[config.mk]
export PLATFORM = sky130hd
export DESIGN_NAME = spi_byte_streamer
export DESIGN_NICKNAME = d
export VERILOG_FILES = /design/src/rtl/spi_byte_streamer.sv
export SDC_FILE = /design/constraint.sdc
export NUM_CORES = 1
export LEC_CHECK = 0
export BUFFER_PORTS_ARGS = -buffer_cell sky130_fd_sc_hd__buf_2
export CAP_MARGIN = 0
export CORE_ASPECT_RATIO = 0.75
export CORE_MARGIN = 10
export CORE_UTILIZATION = 51
export CTS_CLUSTER_DIAMETER = 40
export DETAILED_ROUTE_END_ITERATION = 8
export PLACE_DENSITY = 0.7
export REMOVE_ABC_BUFFERS = 1
export SETUP_SLACK_MARGIN = 0.4
export SLEW_MARGIN = 10
export SYNTH_ARGS = -nofsm -noshare
export SYNTH_HDL_FRONTEND = slang
export SYNTH_SLANG_ARGS = --single-unit
[constraint.sdc]
create_clock -name i_Clk -period 3.15 [get_ports i_Clk]
set_clock_uncertainty 0.05 [all_clocks]
set_input_delay 0.1575 -clock i_Clk [delete_from_list [all_inputs] [get_ports i_Clk]]
set_output_delay 0.1575 -clock i_Clk [all_outputs]
set_load 0.03 [all_outputs]
[src/rtl/spi_byte_streamer.sv]
// spi_byte_streamer: TX/RX byte FIFOs feeding an SPI master over its DV/Ready handshake
module spi_byte_streamer #(
    parameter int DEPTH = 8,
    parameter int CNT_W = 16
) (
    input  logic                     i_Clk,
    input  logic                     i_Rst,
    input  logic                     i_Wr_DV,
    input  logic [7:0]               i_Wr_Byte,
    input  logic                     i_Go,
    input  logic                     i_Rd_En,
    output logic [7:0]               o_Rd_Byte,
    output logic                     o_TX_Full,
    output logic [$clog2(DEPTH):0]   o_TX_Level,
    output logic                     o_RX_Empty,
    output logic [$clog2(DEPTH):0]   o_RX_Level,
    output logic                     o_TX_Ovf,
    output logic                     o_RX_Ovf,
    output logic                     o_Busy,
    output logic [CNT_W-1:0]         o_Xfer_Count,
    output logic                     o_TX_DV,
    output logic [7:0]               o_TX_Byte,
    input  logic                     i_TX_Ready,
    input  logic                     i_RX_DV,
    input  logic [7:0]               i_RX_Byte
);
    localparam int AW = $clog2(DEPTH);
    localparam int LW = AW + 1;

    typedef enum logic [1:0] {IDLE, ISSUE, WAIT_RX, WAIT_RDY} state_t;

    state_t        r_state, w_next;
    logic [7:0]    r_tx_mem [DEPTH];
    logic [7:0]    r_rx_mem [DEPTH];
    logic [AW-1:0] r_tx_wp, r_tx_rp, r_rx_wp, r_rx_rp;
    logic [LW-1:0] r_tx_lvl, r_rx_lvl;
    logic          r_tx_ovf, r_rx_ovf;
    logic [CNT_W-1:0] r_cnt;
    logic [7:0]    r_tx_byte;
    logic          w_tx_full, w_tx_empty, w_rx_full, w_rx_empty;
    logic          w_tx_push, w_tx_pop, w_rx_push, w_rx_pop, w_rx_dv;

    assign w_tx_full  = r_tx_lvl == LW'(DEPTH);
    assign w_tx_empty = r_tx_lvl == '0;
    assign w_rx_full  = r_rx_lvl == LW'(DEPTH);
    assign w_rx_empty = r_rx_lvl == '0;
    assign w_tx_pop   = r_state == ISSUE;
    assign w_tx_push  = i_Wr_DV && (!w_tx_full || w_tx_pop);
    assign w_rx_dv    = (r_state == WAIT_RX) && i_RX_DV;
    assign w_rx_pop   = i_Rd_En && !w_rx_empty;
    assign w_rx_push  = w_rx_dv && (!w_rx_full || w_rx_pop);

    assign o_Rd_Byte    = w_rx_empty ? 8'h00 : r_rx_mem[r_rx_rp];
    assign o_TX_Full    = w_tx_full;
    assign o_TX_Level   = r_tx_lvl;
    assign o_RX_Empty   = w_rx_empty;
    assign o_RX_Level   = r_rx_lvl;
    assign o_TX_Ovf     = r_tx_ovf;
    assign o_RX_Ovf     = r_rx_ovf;
    assign o_Busy       = r_state != IDLE;
    assign o_Xfer_Count = r_cnt;
    assign o_TX_DV      = r_state == ISSUE;
    assign o_TX_Byte    = r_tx_byte;

    // Next-state logic: one issue per byte, then wait for the echo and for the master to go ready again
    always_comb begin
        w_next = r_state;
        case (r_state)
            IDLE:     w_next = (i_Go && !w_tx_empty && i_TX_Ready) ? ISSUE : IDLE;
            ISSUE:    w_next = WAIT_RX;
            WAIT_RX:  w_next = i_RX_DV ? WAIT_RDY : WAIT_RX;
            WAIT_RDY: w_next = i_TX_Ready ? IDLE : WAIT_RDY;
            default:  w_next = IDLE;
        endcase
    end

    // FIFO storage; contents need no reset since levels gate every read
    always_ff @(posedge i_Clk) begin
        if (w_tx_push) r_tx_mem[r_tx_wp] <= i_Wr_Byte;
        if (w_rx_push) r_rx_mem[r_rx_wp] <= i_RX_Byte;
    end

    // State, pointers, levels, sticky flags, counter and the issued-byte register
    always_ff @(posedge i_Clk) begin
        if (i_Rst) begin
            r_state   <= IDLE;
            r_tx_wp   <= '0;
            r_tx_rp   <= '0;
            r_rx_wp   <= '0;
            r_rx_rp   <= '0;
            r_tx_lvl  <= '0;
            r_rx_lvl  <= '0;
            r_tx_ovf  <= 1'b0;
            r_rx_ovf  <= 1'b0;
            r_cnt     <= '0;
            r_tx_byte <= 8'h00;
        end else begin
            r_state   <= w_next;
            r_tx_wp   <= r_tx_wp + AW'(w_tx_push);
            r_tx_rp   <= r_tx_rp + AW'(w_tx_pop);
            r_rx_wp   <= r_rx_wp + AW'(w_rx_push);
            r_rx_rp   <= r_rx_rp + AW'(w_rx_pop);
            r_tx_lvl  <= r_tx_lvl + LW'(w_tx_push) - LW'(w_tx_pop);
            r_rx_lvl  <= r_rx_lvl + LW'(w_rx_push) - LW'(w_rx_pop);
            r_tx_ovf  <= r_tx_ovf | (i_Wr_DV && !w_tx_push);
            r_rx_ovf  <= r_rx_ovf | (w_rx_dv && !w_rx_push);
            r_cnt     <= r_cnt + CNT_W'(w_rx_dv);
            r_tx_byte <= (r_state == IDLE && w_next == ISSUE) ? r_tx_mem[r_tx_rp] : r_tx_byte;
        end
    end
endmodule

==> key figures <==
Power and ir drop
  – Ratio of total power to cell area: 737 nW/um^2
  – Combinational share of power: 23.4%
  – Share of power burned in the clock network: 32.4%
  – Largest voltage drop on the vdd net: 0.431 mV
  – Switching component of the power: 1.87 mW
  – Switching share of total power: 30.2%
  – Sequential share of power: 44.2%
  – Design internal power: 4.32 mW
  – Leakage: 3.06 nW

Clocking
  – Maximum clock insertion buffer count: 2
  – Maximum level of the CTS H-tree: 4
  – Setup repair bufs after CTS: 0
  – CTS tree: yes
  – CTS buffer count: 17
  – Clock Sinks: 176
  – Number of instances resized during post-cts repair: 0
  – Clock root buffer: clkbuf_16
  – Clock Latency Late Sink: 0.43 ns
  – Clock transition at the register clock pins on the worst setup and hold paths after CTS: 0.06 ns

Setup path
  – CP peak stage delay: 0.61 ns
  – Worst setup path category: reg2reg
  – Worst Path Required: 3.16 ns
  – Category of the worst setup path capture point: register
  – Master of the slowest instance on the critical path: nor2_1
  – Cells along the critical path: inv_1, ha_1, nor3b_1, a21boi_0, nand2b_1, nor2_1
  – Arrival time of the worst setup path: 2.53 ns
  – Critical-path maximum fanout: 8
  – Critical Path Source Type: register

Detailed routing
  – Total detailed-routing wirelength: 13.6 mm
  – Routed wirelength normalized by instance count: 18.7 um
  – Total vias in the final route: 3952
  – Number of remaining DRC errors: 0
  – Final antenna-violating net count: 0
  – Violation count after the first detailed-route iteration: 248
  – First-pass iteration count of the detailed router: 5
  – Via/cell ratio: 5.41

Logic synthesis
  – Gate count of the mapped netlist: 441
  – Number of enable flip-flop cells after synthesis: 128
  – Number of synthesized register bits: 176
  – Dominant combinational cell family by area after synthesis: multiplexers
  – Dominant synthesized flop cell: edfxtp_1
  – Distinct cell type count after synthesis: 47
  – Avg Synthesized Cell Area: 16.0 um^2
  – Arithmetic-cell share of the synthesized area counting full adders, half adders and majority gates: 4.10%
  – Sequential fraction of the synthesis area: 67.9%
  – Async set-or-reset flop fraction in the synthesized netlist: 0%
  – Synthesized-area fraction occupied by ao, oa, aoi and oai cells: 1.96%
  – Share of cell area taken by muxes after synthesis: 11.9%
  – Netlist area before placement: 7080 um^2
  – Post-Synth Simple-Gate Area: 9.71%
  – Warning count from the yosys run: 0
  – Parity-gate share of the synthesized area counting xor and xnor cells: 2.23%

Timing
  – Worst relative slew slack: 43.4%
  – Count of final hold-check violations: 0
  – Final clock period utilization by the worst path: 80.1%
  – Setup WS post-layout: 0.628 ns
  – Post-Route Setup TNS: 0 ns
  – Final worst path period need: 2.52 ns
  – Final setup vio count: 0
  – Transition time of the tightest slew-check pin: 0.848 ns
  – Setup repair after global routing missed its margin: false
  – Achievable clock frequency: 397 MHz
  – Pins Over Slew Limit: 0

Floorplanning
  – Cell Rows: 37
  – Die Height: 122 um
  – Die footprint: 19000 um^2
  – Total I/O pin count: 69
  – Initial core utilization: 51.8%
  – Core area: 13700 um^2
  – Die width: 156 um

Flow run
  – Max Cap Violations: 0

Finish
  – Fraction of final layout cells with drive strength greater than 1: 29.0%
  – Synth-to-Final Area Change: 18.8%
  – Ant. Diodes: 0
  – Cell area after layout: 8400 um^2
  – Final #Nets: 588

GRT
  – Wire length of the first global-routing pass: 21.6 mm
  – Number of global-route vias before repair: 4002
  – Largest net degree at the start of global routing: 41
  – Gr usage total: 14.8%
  – Antenna violations before repair: 0
  – Remaining global-route overflow: 0

Placed design
  – Total cell area at the placement stage: 7640 um^2
  – Final GP Congestion: 0.757
  – Placement Setup Slack: 0.678 ns
  – Final HPWL DP: 9.45 mm
  – Number of buffer cells added on primary ports: 68

Hold path
  – Worst hold path type: in2reg

Run status
  – Result of the run: finished, final reports clean
[worst max-delay path: cells and delay by family, from the launching register on]
kind                     cells  cell delay (ns)
adder cells (fa/ha/maj)      1             0.19
AO/OA/AOI/OAI                1             0.51
flip-flops                   1             0.33
buffers and inverters        1             0.08
AND/OR/NAND/NOR              3             0.98
[what timing repair did]
action	in CTS	in global routing
endpoints found under the setup margin	0	0
endpoints found under the hold margin	136	0
hold buffers	18	0
[power by group through the flow]
stage               Clock, mW  Sequential [mW]  Combinational [mW]
global route             2.16             2.75                1.59
floorplan                   0             2.94               0.845
global placement            0             2.77                1.42
CTS                      2.05             2.74                1.47
detailed placement          0             2.79                1.45
finish                   2.01             2.73                1.45
[cells in the final DEF, fill, tap and decap left out, drive strengths merged, types with 2 or more instances in the layout]
| cell type | instances |
|---|---|
| a31oi | 2 |
| o22ai | 8 |
| ha | 20 |
| mux2i | 8 |
| xnor2 | 15 |
| nor4 | 3 |
| nand2 | 10 |
| nor2 | 51 |
| edfxtp | 128 |
| xor2 | 3 |
| o21ai | 3 |
| nor3 | 17 |
| mux2 | 3 |
| dlygate4sd3 | 18 |
| or3 | 2 |
| inv | 20 |
| dfxtp | 48 |
| a21o | 2 |
| fa | 2 |
| nor3b | 5 |
| buf | 83 |
| nand3b | 2 |
| clkinv | 6 |
| clkbuf | 19 |
| mux4 | 32 |
| a21oi | 6 |
| nand2b | 6 |
| nand3 | 9 |
| nor2b | 15 |
| and2 | 2 |
[cells by family after synthesis]
kind of cell / count (synthesis)
xor+xnor: 18
simple gates: 128
flops: 176
buf+inv: 31
compound gates: 23
mux: 43
fa+ha+maj: 22
[final cells by class]
cell class | count | area, um^2
timing repair buffer | 101 | 633
clock buffer | 19 | 464
tap | 175 | 219
clock inverter | 13 | 118
sequential | 176 | 4800
inverter | 13 | 48.8
multi-input combinational | 234 | 2120
fill | 998 | 5250
[sequential cells by signal, indices dropped and copies added (netlist names)]
signal        flops
o_RX_Level        4
o_TX_Level        4
r_rx_wp           3
r_tx_mem         64
o_RX_Ovf          1
r_tx_wp           3
r_state           2
o_TX_Ovf          1
r_rx_rp           3
r_rx_mem         64
o_TX_Byte         8
r_tx_rp           3
o_Xfer_Count     16
[synth_stat cells (2+ instances only)]
| cell type | count | area (um^2) |
|---|---|---|
| dfxtp_1 | 48 | 961 |
| fa_1 | 2 | 40.0 |
| edfxtp_1 | 128 | 3840 |
| nand2_1 | 10 | 37.5 |
| nor3b_1 | 5 | 37.5 |
| nand3_1 | 7 | 35.0 |
| mux2i_1 | 8 | 80.1 |
| nor2_1 | 51 | 191 |
| ha_1 | 20 | 250 |
| clkbuf_1 | 7 | 26.3 |
| nor2b_1 | 15 | 93.8 |
| buf_6 | 2 | 22.5 |
| xor2_1 | 3 | 26.3 |
| nand3_2 | 2 | 20.0 |
| o21ai_0 | 3 | 15.0 |
| nand2b_1 | 6 | 37.5 |
| and2_1 | 2 | 12.5 |
| a31oi_1 | 2 | 12.5 |
| inv_1 | 13 | 48.8 |
| nor3_1 | 17 | 85.1 |
| mux2_4 | 2 | 30.0 |
| o22ai_1 | 8 | 50.1 |
| buf_2 | 4 | 20.0 |
| xnor2_1 | 15 | 131 |
| buf_4 | 2 | 15.0 |
| a21o_1 | 2 | 15.0 |
| mux4_2 | 32 | 721 |
| a21oi_1 | 6 | 30.0 |
[routing by layer]
metal | up-vias | part of all wire, % | track usage (%) | wire length (um)
met2 | 108 | 47 | 22.9 | 6480
met4 | 0 | 1.4 | 6.00 | 195
met1 | 1967 | 45 | 19.9 | 6100
met3 | 18 | 6.4 | 3.70 | 868
li1 | 1859 | - | - | -
met5 | - | 0 | 0 | 0
[path summary, 6_finish.rpt]
kind                 start        endpoint  slack [ns]  cells after the start
min reg2reg       o_TX_Ovf        o_TX_Ovf        0.42                      2
min             i_TX_Ready      r_state[1]        0.02                      3
max reg2reg  o_TX_Level[2]  r_tx_mem[2][7]        0.63                      6
max          o_TX_Level[2]  r_tx_mem[2][7]        0.63                      6
[per-stage QoR]
step	utilization, %	total power [mW]	std cells	hold WS (ns)
floorplan	-	3.79	423	0.174
global placement	56.0	4.20	681	0.371
CTS	61.5	6.26	731	0.00369
detailed placement	56.0	4.23	681	0.386
global route	61.5	6.50	731	0.0325
finish	61.5	6.19	731	0.0234
Note: power is estimated with default switching activity, not from simulation.
